<file path="src/rtl/if_id_stage.sv">
// IF/ID pipeline register with load-use hazard detection and fetch redirect.
// Ports: clk, rst (async active-low), fetch inputs ifPc/ifInst, decode
//   decisions branchTaken/jmp, ID/EX load info idExMemRead/idExRt;
//   outputs idPc/idInst/idValid, pcWrite, ifFlush, stall, and the perf
//   counters stallCount/flushCount (live only with HAZARD_PERF_CNT_EN).
module if_id_stage (
    input  logic        clk,
    input  logic        rst,
    input  logic [31:0] ifPc,
    input  logic [31:0] ifInst,
    input  logic        branchTaken,
    input  logic        jmp,
    input  logic        idExMemRead,
    input  logic [4:0]  idExRt,
    output logic [31:0] idPc,
    output logic [31:0] idInst,
    output logic        idValid,
    output logic        pcWrite,
    output logic        ifFlush,
    output logic        stall,
    output logic [15:0] stallCount,
    output logic [15:0] flushCount
);

    logic [5:0] op;
    logic [4:0] rs;
    logic [4:0] rt;
    logic       usesRt;
    logic       rsHit;
    logic       rtHit;
    logic       redirect;

    assign op = idInst[31:26];
    assign rs = idInst[25:21];
    assign rt = idInst[20:16];

    // Only R-type, beq and sw read rt as a source operand.
    always_comb begin
        usesRt = 1'b0;
        unique case (1'b1)
            (op == 6'b000000): usesRt = 1'b1;
            (op == 6'b000100): usesRt = 1'b1;
            (op == 6'b101011): usesRt = 1'b1;
            default:           usesRt = 1'b0;
        endcase
    end

    assign rsHit = (idExRt == rs);
    assign rtHit = usesRt & (idExRt == rt);

    // idValid gates the hazard so bubbles never stall.
    assign stall = idValid & idExMemRead & (idExRt != 5'd0)
                 & (rsHit | rtHit);

    // A stall suppresses the redirect; the branch is re-resolved next cycle.
    assign redirect = (branchTaken | jmp) & ~stall;
    assign ifFlush  = redirect;
    assign pcWrite  = ~stall;

    always_ff @(posedge clk or negedge rst) begin
        if (!rst) begin
            idPc    <= 32'd0;
            idInst  <= 32'd0;
            idValid <= 1'b0;
        end else if (stall) begin
            idPc    <= idPc;
            idInst  <= idInst;
            idValid <= idValid;
        end else if (redirect) begin
            idPc    <= 32'd0;
            idInst  <= 32'd0;
            idValid <= 1'b0;
        end else begin
            idPc    <= ifPc;
            idInst  <= ifInst;
            idValid <= 1'b1;
        end
    end

`ifdef HAZARD_PERF_CNT_EN
    logic [15:0] stallCnt;
    logic [15:0] flushCnt;

    // Saturating counters: stick at all-ones instead of wrapping.
    always_ff @(posedge clk or negedge rst) begin
        if (!rst) begin
            stallCnt <= 16'd0;
            flushCnt <= 16'd0;
        end else begin
            if (stall && stallCnt != 16'hFFFF)
                stallCnt <= stallCnt + 16'd1;
            if (redirect && flushCnt != 16'hFFFF)
                flushCnt <= flushCnt + 16'd1;
        end
    end

    assign stallCount = stallCnt;
    assign flushCount = flushCnt;
`else
    assign stallCount = 16'd0;
    assign flushCount = 16'd0;
`endif

endmodule

</file>
<file path="config.mk">
export PLATFORM = sky130hd
export DESIGN_NAME = if_id_stage
export DESIGN_NICKNAME = d
export VERILOG_FILES = /design/src/rtl/if_id_stage.sv
export SDC_FILE = /design/constraint.sdc
export NUM_CORES = 1
export LEC_CHECK = 0
export ABC_AREA = 1
export BUFFER_PORTS_ARGS = -buffer_cell sky130_fd_sc_hd__buf_4
export CORE_MARGIN = 2
export CORE_UTILIZATION = 45
export CTS_CLUSTER_SIZE = 10
export DETAILED_ROUTE_END_ITERATION = 6
export PLACE_DENSITY = 0.81
export SLEW_MARGIN = 5
export SYNTH_ARGS = -nofsm -noshare
export SYNTH_HDL_FRONTEND = slang
export SYNTH_SLANG_ARGS = --single-unit
</file>
<file path="constraint.sdc">
create_clock -name clk -period 2 [get_ports clk]
set_clock_uncertainty 0.05 [all_clocks]
set_input_delay 0.1 -clock clk [delete_from_list [all_inputs] [get_ports clk]]
set_output_delay 0.1 -clock clk [all_outputs]
set_load 0.05 [all_outputs]
</file>
==> results.tsv, run 1 <==
stage	metric	value	unit
setup_path	CP top delay family	simple AND/OR/NAND/NOR gates	
finish	FILL cells	444	
synthesis	Syn. warnings	0	
clocking	CTS root buffer	clkbuf_8	
synthesis	xor/xnor share of the synthesized area	0.00828	
min_path	Hold Path Class	input pin to flop	
outcome	outcome	completed	
pwr	Worst VDD drop	0.462	mV
timing	Slew Viols, Final	0	
placement	DP Wirelength	5.70	mm
setup_path	CP dominant cell by count	nand2_1	
synthesis	Synth cell types	17	
timing	final worst setup slack	80.7	ps
drt	WL final	10.2	mm
die	die area	7740	µm²
timing	Min Hold Slack	112	ps
setup_path	Critical Path RT	1850	ps
clocking	Clock Path Buffers	2	
synthesis	synthesized area	3170	µm²
timing	fin crit period	1920	ps
global_route	Tot GR Track Use	0.262	
setup_path	WP buf/inv	2	
synthesis	sequential share of the synthesized area	0.513	
global_route	busiest layer in global routing	met2	
synthesis	simple-gate share of the synthesized area	0.330	
drt	drt wl/cell	14.9	µm
setup_path	Startpoint Class	flop	
setup_path	crit path DAT	1770	ps
setup_path	Critical Path Max Stage Delay	420	ps
die	num rows	30	
setup_path	Crit Path Class	flop to output pin	
clocking	clock sinks	65	
placement	I/O Buffers	141	
drt	DRC viols	0	
timing	f_max	0.521	GHz
timing	RSZ-0062 raised after global routing	yes	
finish	Finished Layout Cells	681	
global_route	antenna violations before repair	0	
pwr	Pwr Density	728	nW/µm²
placement	area post-placement	4180	µm²
clocking	H-tree lvl count	3	
finish	Multi-input gate area	1240	µm²
timing	Final Hold Vio Count	0	
timing	final setup fails	0	
timing	Slew HR	0.449	
synthesis	Syn Inst Count	382	
global_route	vias in the first global route	3330	
die	I/O pin cnt	174	
global_route	global-route met2 utilization	0.448	
finish	Total Nets Final	654	
run	# Max-Cap Violations	0	
clocking	Clock Latency Late Sink	330	ps
timing	setup TNS	0	ps
finish	# diodes	0	
global_route	GRT overflow	0	
timing	Tcrit/Tclk final	0.960	
pwr	leak pwr	2.84	nW
drt	Via density	4.94	
die	Die Span X	88.0	µm
die	area of the core	6790	µm²
synthesis	Avg Inst Size Synth	8.31	µm²
finish	Final Cell Area	5190	µm²
setup_path	Worst Setup End Kind	output pin	
die	starting density of the core	0.467	
global_route	grt met3 use	0.0707	
finish	area delta synth->final	63.5	%
setup_path	slowest CP cell	dfrtp_2	
global_route	largest net degree at the start of global routing	66	
timing	Worst Tran Pin Value	826	ps
placement	Setup WS pre-CTS	93.5	ps
setup_path	critical path fanouts, max	4	
finish	Storage cell area	1650	µm²
drt	Starting DRT DRC Count	246	
synthesis	largest family of logic cells by synthesized area	simple AND/OR/NAND/NOR gates	
global_route	met1 Track Usage GR	0.314	
clocking	TritonCTS clock tree	built	
synthesis	post-synthesis adder-cell area fraction	0	
clocking	Worst-path clk slew	80	ps
clocking	Num CTS Buffers	9	
drt	antenna viol nets, final	0	
synthesis	synthesized flop and latch total	65	
drt	drt first pass iters	5	
finish	Core Util, Final	0.764	
finish	share of cells above drive strength 1	0.328	
placement	GP Congestion	0.766	
synthesis	top cell type by total area after synthesis	dfrtp_1	
die	die height	88.0	µm
drt	vias	3361	
synthesis	top cells by area, synth	dfrtp_1 (51%), nand3_1 (21%), nand2_1 (10%)	
setup_path	crit-path cells	nand2_1 -> nand2_1 -> nor2_1 -> nand3_1 -> o21ai_4 -> nand2_4 -> clkinvlp_4 -> nor2_4 -> buf_6	
synthesis	multiplexer share of the synthesized area	0	
global_route	first-pass GRT wire length	15.6	mm
pwr	Tot Pwr	3.78	mW
synthesis	compound-gate portion of the synthesized area	0.00276	
synthesis	Yosys top cell area share	0.513	
placement	Placed Cells	596	
layer usage:
layer | share of wire | wire length, µm
met4 | 0.019 | 191
met3 | 0.074 | 748
met5 | 0 | 0
met1 | 0.38 | 3860
met2 | 0.53 | 5360
cells in the mapped netlist:
master / number
nand3_1: 131
nand2_1: 88
dfrtp_1: 65
buf_4: 39
inv_1: 14
nor2_1: 13
buf_2: 11
clkbuf_1: 9
inv_2: 3
xor2_1: 2
buf_6: 1
clkinv_1: 1
conb_1: 1
nand2_2: 1
nand4_1: 1
o21ai_2: 1
xnor2_1: 1
logic make-up (layout without fill, tap and decap cells):
| logic type | Yosys count | after routing |
|---|---|---|
| xor+xnor | 3 | 3 |
| other cells | 1 | 32 |
| buf+inv | 78 | 250 |
| compound gates | 1 | 1 |
| simple gates | 234 | 234 |
| flops | 65 | 65 |
report_power, final:
| part | switching [mW] | internal, mW |
|---|---|---|
| clock network | 0.531 | 0.995 |
| logic | 0.547 | 0.298 |
| registers | 0.0369 | 1.37 |
worst reg2reg max path: stages, from the launching register on:
cell     delay, ps
dfrtp_2        420
nand2_1         80
nand2_1         60
nor2_1          90
nand3_1        120
o21ai_4        220
buf_6          430
nand3_1        210
nand2_1        120
sequential cells by signal (all words and copies together) (netlist names):
name and cells:
idInst 32, idPc 32, idValid 1
timing repair:
| action | CTS | global route |
|---|---|---|
| setup buffers | 1 | 2 |
| hold buffers | 65 | 0 |
| gates cloned | 0 | 1 |
| hold endpoints to repair | 129 | 0 |
| pin swaps | 1 | 3 |
| endpoints found under the setup margin | 3 | 66 |
| gates resized for setup | 4 | 4 |
path summary, 6_finish.rpt:
kind | startpoint | to | slack (ps) | depth (start not counted)
setup reg to reg | idInst[16]$_DFFE_PN0N_ | idPc[15]$_DFFE_PN0N_ | 140 | 8
hold / removal | branchTaken | idInst[18]$_DFFE_PN0N_ | 110 | 4
min in group asynchronous | rst | idPc[20]$_DFFE_PN0N_ | 350 | 2
setup / recovery | idInst[16]$_DFFE_PN0N_ | ifFlush | 80 | 9
max in group asynchronous | rst | idInst[30]$_DFFE_PN0N_ | 940 | 2
hold reg to reg | idPc[1]$_DFFE_PN0N_ | idPc[1]$_DFFE_PN0N_ | 460 | 2
cells in the final DEF (no fill, tap or decap), types with 3 or more instances in the layout:
cell type and instances:
buf_4 145, buf_6 3, bufinv_16 4, clkbuf_8 10, conb_1 32, dfrtp_1 50, dfrtp_2 15, dlygate4sd3_1 65
inv_1 12, inv_2 4, nand2_1 88, nand3_1 131, nor2_1 11
cell type report:
| cell class | count | area share |
|---|---|---|
| Clock buffer | 10 | 0.0265 |
| Clock inverter | 6 | 0.0265 |
| Inverter | 18 | 0.0137 |
| Multi-Input combinational cell | 270 | 0.239 |
| Sequential cell | 65 | 0.317 |
| Tap cell | 96 | 0.0232 |
| Timing Repair Buffer | 216 | 0.354 |
Power figures use the tool's default switching activity.
==> run 2, diff against run 1 <==
REMOVE_ABC_BUFFERS = 1   (was not set)
==> run 2 against run 1 <==
Against the previous run: via count fell by 1.5%; clock power down 28%; power is 11% lower; non-clock buffer count rose by 4; critical endpoint unchanged; largest cell class unchanged; highest routed layer unchanged.
==> results.tsv, run 2 (synthesized netlist as in run 1, its figures left out) <==
stage	metric	value	unit	change
clocking	Clock Path Buffers	2		unchanged
placement	I/O Buffers	141		unchanged
drt	met3 wire len	577	µm	-23%
placement	DP Wirelength	5.70	mm	about the same
pwr	Tot Pwr	3.35	mW	-11%
clocking	Num CTS Buffers	9		unchanged
pwr	Worst VDD drop	0.333	mV	-28%
drt	uppermost layer routed	met4		
die	I/O pin cnt	174		unchanged
global_route	antenna violations before repair	1		+1
pwr	Pwr Density	656	nW/µm²	-9.9%
global_route	Tot GR Track Use	0.242		-0.0201
timing	Worst Tran Pin Value	815	ps	-11.2 ps
clocking	Worst-path clk slew	70	ps	about the same
finish	share of cells above drive strength 1	0.301		-0.0272
clocking	CTS root buffer	clkbuf_8		
global_route	vias in the first global route	3213		-3.5%
drt	Starting DRT DRC Count	108		-56%
die	die height	88.0	µm	unchanged
drt	Met1 Wirelength	3.83	mm	-0.73%
drt	Via density	4.83		-2.1%
timing	final setup fails	0		unchanged
die	die area	7740	µm²	unchanged
setup_path	Critical Path RT	1850	ps	about the same
finish	Storage cell area	1630	µm²	-1.1%
finish	biggest regs	idInst x32, idPc x32, idValid x1		
placement	GP Congestion	0.820		+7.2%
setup_path	Crit Path Class	flop to output pin		
drt	WL final	9.65	mm	-5.0%
clocking	clock sinks	65		unchanged
finish	FILL cells	472		+6.3%
outcome	outcome	completed		
finish	Core Util, Final	0.750		-0.0131
drt	DRC viols	0		unchanged
clocking	TritonCTS clock tree	built		
setup_path	Startpoint Class	flop		
drt	antenna viol nets, final	0		unchanged
die	num rows	30		unchanged
timing	Slew Viols, Final	0		unchanged
timing	final worst setup slack	131	ps	+50.2 ps
timing	Slew HR	0.457		+0.00749
min_path	Hold Path Class	input pin to flop		
clocking	H-tree lvl count	3		unchanged
drt	drt first pass iters	4		-1
die	starting density of the core	0.467		unchanged
finish	Total Nets Final	658		+0.61%
finish	area delta synth->final	60.7	%	
global_route	GRT overflow	0		unchanged
pwr	leak pwr	2.86	nW	+0.46%
timing	Tcrit/Tclk final	0.935		-0.0251
drt	WL met2	4.98	mm	-7.2%
global_route	first-pass GRT wire length	14.6	mm	-6.8%
drt	drt wl/cell	14.1	µm	-5.6%
clocking	Clock Latency Late Sink	330	ps	about the same
die	Die Span X	88.0	µm	unchanged
die	area of the core	6790	µm²	unchanged
run	# Max-Cap Violations	0		unchanged
timing	fin crit period	1870	ps	-50.2 ps
timing	f_max	0.535	GHz	+2.7%
global_route	largest net degree at the start of global routing	66		unchanged
setup_path	crit path DAT	1720	ps	-50 ps
finish	most common library cell in the layout ignoring fill and taps	buf_4		
setup_path	critical path fanouts, max	4		unchanged
drt	vias	3309		-1.5%
setup_path	Worst Setup End Kind	output pin		
timing	Final Hold Vio Count	0		unchanged
finish	commonest cells after routing, fill and taps aside	buf_4 (150), nand3_1 (131), nand2_1 (88)		
finish	Multi-input gate area	1220	µm²	-1.2%
placement	Setup WS pre-CTS	327	ps	+233 ps
-- run 2: changes by cell type in the layout (fill, tap and decap cells not counted), moves of 2 or more --
cell / previous run / this run
dfrtp_1: 50 / 65
buf_4: 145 / 150
bufinv_16: 4 / 1
dfrtp_2: 15 / 0
clkinv_2: 0 / 2
-- run 2: repair_timing --
item                       4_1_cts  5_1_grt
resized for setup                1        6
buffers inserted                 0        3
setup endpoints to repair        1        2
pin swaps                        0        3
hold buffers                    65        0
gates cloned                     0        1
hold endpoints to repair       129        0
-- run 2: report_power, final --
group | internal (mW) | switching, mW | total [mW]
Sequential | 1.37 | 0.0374 | 1.40
Combinational | 0.302 | 0.541 | 0.843
Clock | 0.634 | 0.464 | 1.10
Total | 2.30 | 1.04 | 3.35
-- run 2: layer usage --
metal	up-vias	global-route usage
li1	1582	-
met1	1556	0.282
met2	146	0.426
met3	25	0.0452
met4	0	0.117
met5	-	0
-- run 2: path summary, 6_finish.rpt --
kind,startpoint,end,slack (ps),cells past startpoint
setup / recovery,idInst[27]$_DFFE_PN0N_,ifFlush,130,9
hold / removal,branchTaken,idInst[25]$_DFFE_PN0N_,130,4
setup reg to reg,idInst[27]$_DFFE_PN0N_,idInst[15]$_DFFE_PN0N_,240,8
hold reg to reg,idPc[18]$_DFFE_PN0N_,idPc[18]$_DFFE_PN0N_,460,2
max in group asynchronous,rst,idPc[2]$_DFFE_PN0N_,1000,2
min in group asynchronous,rst,idInst[25]$_DFFE_PN0N_,360,2
-- run 2: final cells by class --
class / count / share of cell area
clock inverter: 3 / 0.00785
sequential: 65 / 0.319
clock buffer: 12 / 0.0304
timing repair buffer: 220 / 0.366
multi-input combinational: 270 / 0.240
inverter: 18 / 0.0133
tap: 96 / 0.0236
antenna: 1 / 0.000491
-- run 2: metrics by stage --
stage,std cells,hold WS [ps],area (µm²),setup TNS (ps)
3_5_place_dp,600,203,4180,0
3_3_place_gp,600,191,4180,0
2_1_floorplan,353,-246,2900,-124790
5_1_grt,685,155,5100,-2.00
4_1_cts,680,121,5030,0
6_report,685,132,5100,0
-- run 2: worst max-delay path, cell delays in order (launching register included) --
cell	delay, ps
dfrtp_1	410
nor2_1	120
nand2_1	60
nand2_1	50
nand3_1	120
o21ai_4	220
nand2_4	90
inv_2	70
nor2_1	60
buf_6	200
